## config.mk

```make
export PLATFORM = sky130hd
export DESIGN_NAME = bit_serializer
export DESIGN_NICKNAME = d
export VERILOG_FILES = /design/src/rtl/bit_serializer.sv
export SDC_FILE = /design/constraint.sdc
export NUM_CORES = 1
export LEC_CHECK = 0
export ABC_AREA = 1
export BUFFER_PORTS_ARGS = -buffer_cell sky130_fd_sc_hd__buf_4
export CAP_MARGIN = 25
export CORE_UTILIZATION = 53
export DETAILED_ROUTE_END_ITERATION = 6
export HOLD_SLACK_MARGIN = 0.1
export PLACE_DENSITY = 0.74
export SYNTH_ARGS = -nofsm -noshare
export SYNTH_HDL_FRONTEND = slang
export SYNTH_SLANG_ARGS = --single-unit
```

## constraint.sdc

```tcl
create_clock -name clk -period 2.7 [get_ports clk]
set_input_delay 0.135 -clock clk [delete_from_list [all_inputs] [get_ports clk]]
set_output_delay 0.135 -clock clk [all_outputs]
set_load 0.01 [all_outputs]
```

## src/rtl/bit_serializer.sv

```systemverilog
// Parallel-to-serial converter with a one-word pending buffer so that a
// continuously offered stream of words leaves the block with no idle bits.
module bit_serializer #(
    parameter int WIDTH     = 8,
    parameter bit MSB_FIRST = 1'b1,
    parameter bit IDLE_BIT  = 1'b0
) (
    input  logic             clk,
    input  logic             R,
    input  logic [WIDTH-1:0] data_in,
    input  logic             load_valid,
    output logic             load_ready,
    output logic             out,
    output logic             out_valid,
    output logic             frame_last
);

    localparam int CW = (WIDTH > 2) ? $clog2(WIDTH) : 1;
    localparam logic [CW-1:0] CNT_ZERO   = {CW{1'b0}};
    localparam logic [CW-1:0] CNT_ONE    = CW'(1);
    localparam logic [CW-1:0] CNT_LAST   = CW'(WIDTH - 1);
    localparam logic [CW-1:0] CNT_PENULT = CW'(WIDTH - 2);

    typedef enum logic [0:0] {
        ST_IDLE  = 1'b0,
        ST_SHIFT = 1'b1
    } state_t;

    state_t           state_r;
    logic [WIDTH-1:0] shreg_r;
    logic [CW-1:0]    cnt_r;
    logic [WIDTH-1:0] pend_r;
    logic             pend_full_r;
    logic             out_r;
    logic             out_valid_r;
    logic             frame_last_r;
    logic             accept_s;

    // Moves the next bit to the output end of the shift register.
    function automatic logic [WIDTH-1:0] shift_word(input logic [WIDTH-1:0] w);
        if (MSB_FIRST) begin
            return {w[WIDTH-2:0], 1'b0};
        end else begin
            return {1'b0, w[WIDTH-1:1]};
        end
    endfunction

    // Bit presented on out for a given shift-register content.
    function automatic logic end_bit(input logic [WIDTH-1:0] w);
        if (MSB_FIRST) begin
            return w[WIDTH-1];
        end else begin
            return w[0];
        end
    endfunction

    // Ready depends only on the buffer flag and reset, never on load_valid.
    assign load_ready = ~R & ~pend_full_r;
    assign accept_s   = load_valid & load_ready;

    assign out        = out_r;
    assign out_valid  = out_valid_r;
    assign frame_last = frame_last_r;

    // Serializer FSM; outputs are registered alongside the state they describe.
    always_ff @(posedge clk or posedge R) begin
        if (R) begin
            state_r      <= ST_IDLE;
            shreg_r      <= {WIDTH{1'b0}};
            cnt_r        <= CNT_ZERO;
            pend_r       <= {WIDTH{1'b0}};
            pend_full_r  <= 1'b0;
            out_r        <= IDLE_BIT;
            out_valid_r  <= 1'b0;
            frame_last_r <= 1'b0;
        end else begin
            case (state_r)
                ST_IDLE: begin
                    if (accept_s) begin
                        shreg_r      <= data_in;
                        cnt_r        <= CNT_ZERO;
                        state_r      <= ST_SHIFT;
                        out_r        <= end_bit(data_in);
                        out_valid_r  <= 1'b1;
                        frame_last_r <= 1'b0;
                    end else begin
                        out_r        <= IDLE_BIT;
                        out_valid_r  <= 1'b0;
                        frame_last_r <= 1'b0;
                    end
                end
                ST_SHIFT: begin
                    if (cnt_r != CNT_LAST) begin
                        shreg_r      <= shift_word(shreg_r);
                        cnt_r        <= cnt_r + CNT_ONE;
                        out_r        <= end_bit(shift_word(shreg_r));
                        out_valid_r  <= 1'b1;
                        frame_last_r <= (cnt_r == CNT_PENULT);
                        if (accept_s) begin
                            pend_r      <= data_in;
                            pend_full_r <= 1'b1;
                        end else begin
                            pend_full_r <= pend_full_r;
                        end
                    end else if (pend_full_r) begin
                        shreg_r      <= pend_r;
                        pend_full_r  <= 1'b0;
                        cnt_r        <= CNT_ZERO;
                        out_r        <= end_bit(pend_r);
                        out_valid_r  <= 1'b1;
                        frame_last_r <= 1'b0;
                    end else if (accept_s) begin
                        // Bypass: the word offered on the last-bit edge follows with no gap.
                        shreg_r      <= data_in;
                        cnt_r        <= CNT_ZERO;
                        out_r        <= end_bit(data_in);
                        out_valid_r  <= 1'b1;
                        frame_last_r <= 1'b0;
                    end else begin
                        state_r      <= ST_IDLE;
                        cnt_r        <= CNT_ZERO;
                        out_r        <= IDLE_BIT;
                        out_valid_r  <= 1'b0;
                        frame_last_r <= 1'b0;
                    end
                end
                default: begin
                    state_r      <= ST_IDLE;
                    cnt_r        <= CNT_ZERO;
                    pend_full_r  <= 1'b0;
                    out_r        <= IDLE_BIT;
                    out_valid_r  <= 1'b0;
                    frame_last_r <= 1'b0;
                end
            endcase
        end
    end

endmodule

```

==> impl_metrics.json <==
{
  "p_leak_nw": 0.676,
  "hold_viol": 0,
  "clk_latency_ns": 0.32,
  "diodes": 0,
  "die-area_um2": 2240,
  "pre_cts_slack_ns": 0.955,
  "tritoncts": "yes",
  "rsz0062_at_grt": "no",
  "grt_pass1_wl_um": 3560,
  "core_area_um2": 1940,
  "required_ns": 2.90,
  "synth_nets": 147,
  "numCtsBuffers": 3,
  "synth.area.mux_share_pct": 0,
  "post_drt_via_cell_ratio": 5.11,
  "initial_utilization_pct": 56.1,
  "setup_tns_ns": 0,
  "synth_cell_types": 20,
  "power.density_nw_per_um2": 1080,
  "worst_hold_slack_ns": 0.107,
  "drc_errors": 0,
  "drtPass1Iterations": 4,
  "ys_ff_latch": 22,
  "grt_max_degree": 23,
  "finalSetupViolCount": 0,
  "io_buffer_count": 14,
  "ys_warn_count": 0,
  "period_needed_ns": 1.76,
  "final_common_cell": "nand2_1",
  "antenna_found_initial": 0,
  "track_usage_pct": 23.1,
  "hold_path_class": "in -> reg",
  "clockRootBuffer": "clkbuf_4",
  "vias": 920,
  "drv_slew": 0,
  "grt_pass1_vias": 792,
  "synth_compound_area_share_pct": 7.58,
  "h-tree-depth": 1,
  "die_y_um": 47.3,
  "worstPathMaxFanout": 15,
  "synth_cells": 133,
  "synth_top_family_by_area": "simple AND/OR/NAND/NOR gates",
  "post_synth_instance_area_um2": 1090,
  "cts.sinks": 22,
  "synth-simple-area-share_pct": 31.3,
  "ctsResizeCount": 0,
  "max_freq_ghz": 0.568,
  "final_cell_mix": "nand2_1 (35), dfrtp_1 (22), nor2_1 (21)",
  "ant_nets": 0,
  "synth_xor_area_share_pct": 0,
  "dp_hpwl_um": 1490,
  "cts.clk_slew.worst_paths_ns": 0.13,
  "status": "complete, no violations",
  "die_width_um": 47.3,
  "slew-limit-headroom_pct": 45.1,
  "start_kind": "flip-flop",
  "cts_setup_buffers": 0,
  "crit_path_end_kind": "flip-flop",
  "seq_area_frac_synth_pct": 50.5,
  "drt_iter0_markers": 32,
  "tightest_slew_ns": 0.822,
  "fin_crit_sh_pct": 65.2,
  "fin_ws_ns": 0.939,
  "syn_area_per_cell_um2": 8.19,
  "vdd_drop_max_v": 0.000670,
  "syn2layout_area_growth_pct": 20.7,
  "path_class": "reg -> reg",
  "drt_wl_total_um": 2210,
  "crit_arrival_ns": 1.96,
  "grt_overflow": 0,
  "ios": 15,
  "clk_path_buf_depth": 2,
  "place_congestion": 0.844,
  "drv_cap": 0,
  "clock-skew-final_ns": 0.00402,
  "fin_nets": 168,
  "synth_fa_ha_area_share_pct": 3.44,
  "routedWlPerCell_um": 12.3,
  "num_rows": 16,
  "final_layout_size_suffix_gt1_share_pct": 15.7
}
## layer usage
metal | vias up | wire length [um] | track usage (%)
met3 | 5 | 101 | 2.69
met4 | 0 | 46 | 9.71
met2 | 30 | 1070 | 36.4
met5 | - | 0 | 0
met1 | 418 | 990 | 31.8
li1 | 467 | - | -
## report_power, final
group / leakage, nW / switching (mW) / total, mW / internal [mW]
clock: 0.0279 / 0.110 / 0.260 / 0.150
combinational: 0.380 / 0.330 / 0.560 / 0.230
sequential: 0.268 / 0.117 / 0.600 / 0.482
## final cells by class
| type | count | area [um2] |
|---|---|---|
| fillers | 170 | 627 |
| flip-flops and latches | 22 | 551 |
| multi-input cells | 95 | 462 |
| repair buffers | 21 | 175 |
| inverters | 11 | 41.3 |
| well taps | 27 | 33.8 |
| clock inverters | 1 | 30.0 |
| clock buffers | 3 | 22.5 |
## worst max-delay path: stages, from the launching register on
cell and delay [ns]:
dfrtp_1 0.43, ha_1 0.21, ha_1 0.23, inv_1 0.11
nand2_2 0.19, inv_1 0.14, nand3_2 0.15, nand2_1 0.09
o21ai_0 0.09
## registers in the layout, summed over array words and instances (netlist names)
name         flops
shreg_r          7
cnt_r            3
pend_r           8
out_valid        1
out              1
pend_full_r      1
frame_last       1
## stage by stage
step                      util (%)  power [mW]  std cells  area (um2)
after floorplan                  -        1.02        133        1090
after global placement        61.4        1.14        169        1190
after detailed placement      61.4        1.16        169        1190
after CTS                     67.7        1.43        180        1320
after global routing          67.7        1.55        180        1320
final                         67.7        1.42        180        1320
## cell families (layout without fill, tap and decap cells)
logic type / after synthesis / after routing
AOI/OAI and AO/OA: 13 / 13
buffers and inverters: 16 / 36
and+or+nand+nor: 79 / 79
DFF: 22 / 22
adders and majority gates: 3 / 3
## worst paths after layout
kind                            cells after the start        from  slack, ns     endpoint
min in group asynchronous                           3           R       0.54    pend_r[0]
worst min register to register                      2   pend_r[3]       0.49    pend_r[3]
worst min-delay path                                3  data_in[7]       0.11          out
max in group asynchronous                           3           R       1.66  pend_full_r
worst max register to register                      8    cnt_r[0]       0.94    pend_r[2]
worst max-delay path                                8    cnt_r[0]       0.94    pend_r[2]
## repair_timing
item,4_1_cts,5_1_grt
setup endpoints to repair,0,0
endpoints found under the hold margin,28,0
hold buffers,7,0
## synth_stat cells
library cell	instances	area share, %
nand2_1	35	12
dfrtp_1	22	51
nor2_1	21	7.2
nand3_1	17	7.8
inv_1	11	3.8
o21ai_0	4	1.8
ha_1	3	3.4
o22ai_1	3	1.7
a21boi_1	2	1.4
buf_2	2	0.92
buf_4	2	1.4
nand2_2	2	1.1
o21a_1	2	1.4
a21oi_1	1	0.46
buf_6	1	1.0
nand3_2	1	0.92
nand4_1	1	0.57
nor2_2	1	0.57
nor2_4	1	1.0
o21ai_2	1	0.80
(Power assumes the default switching activity.)
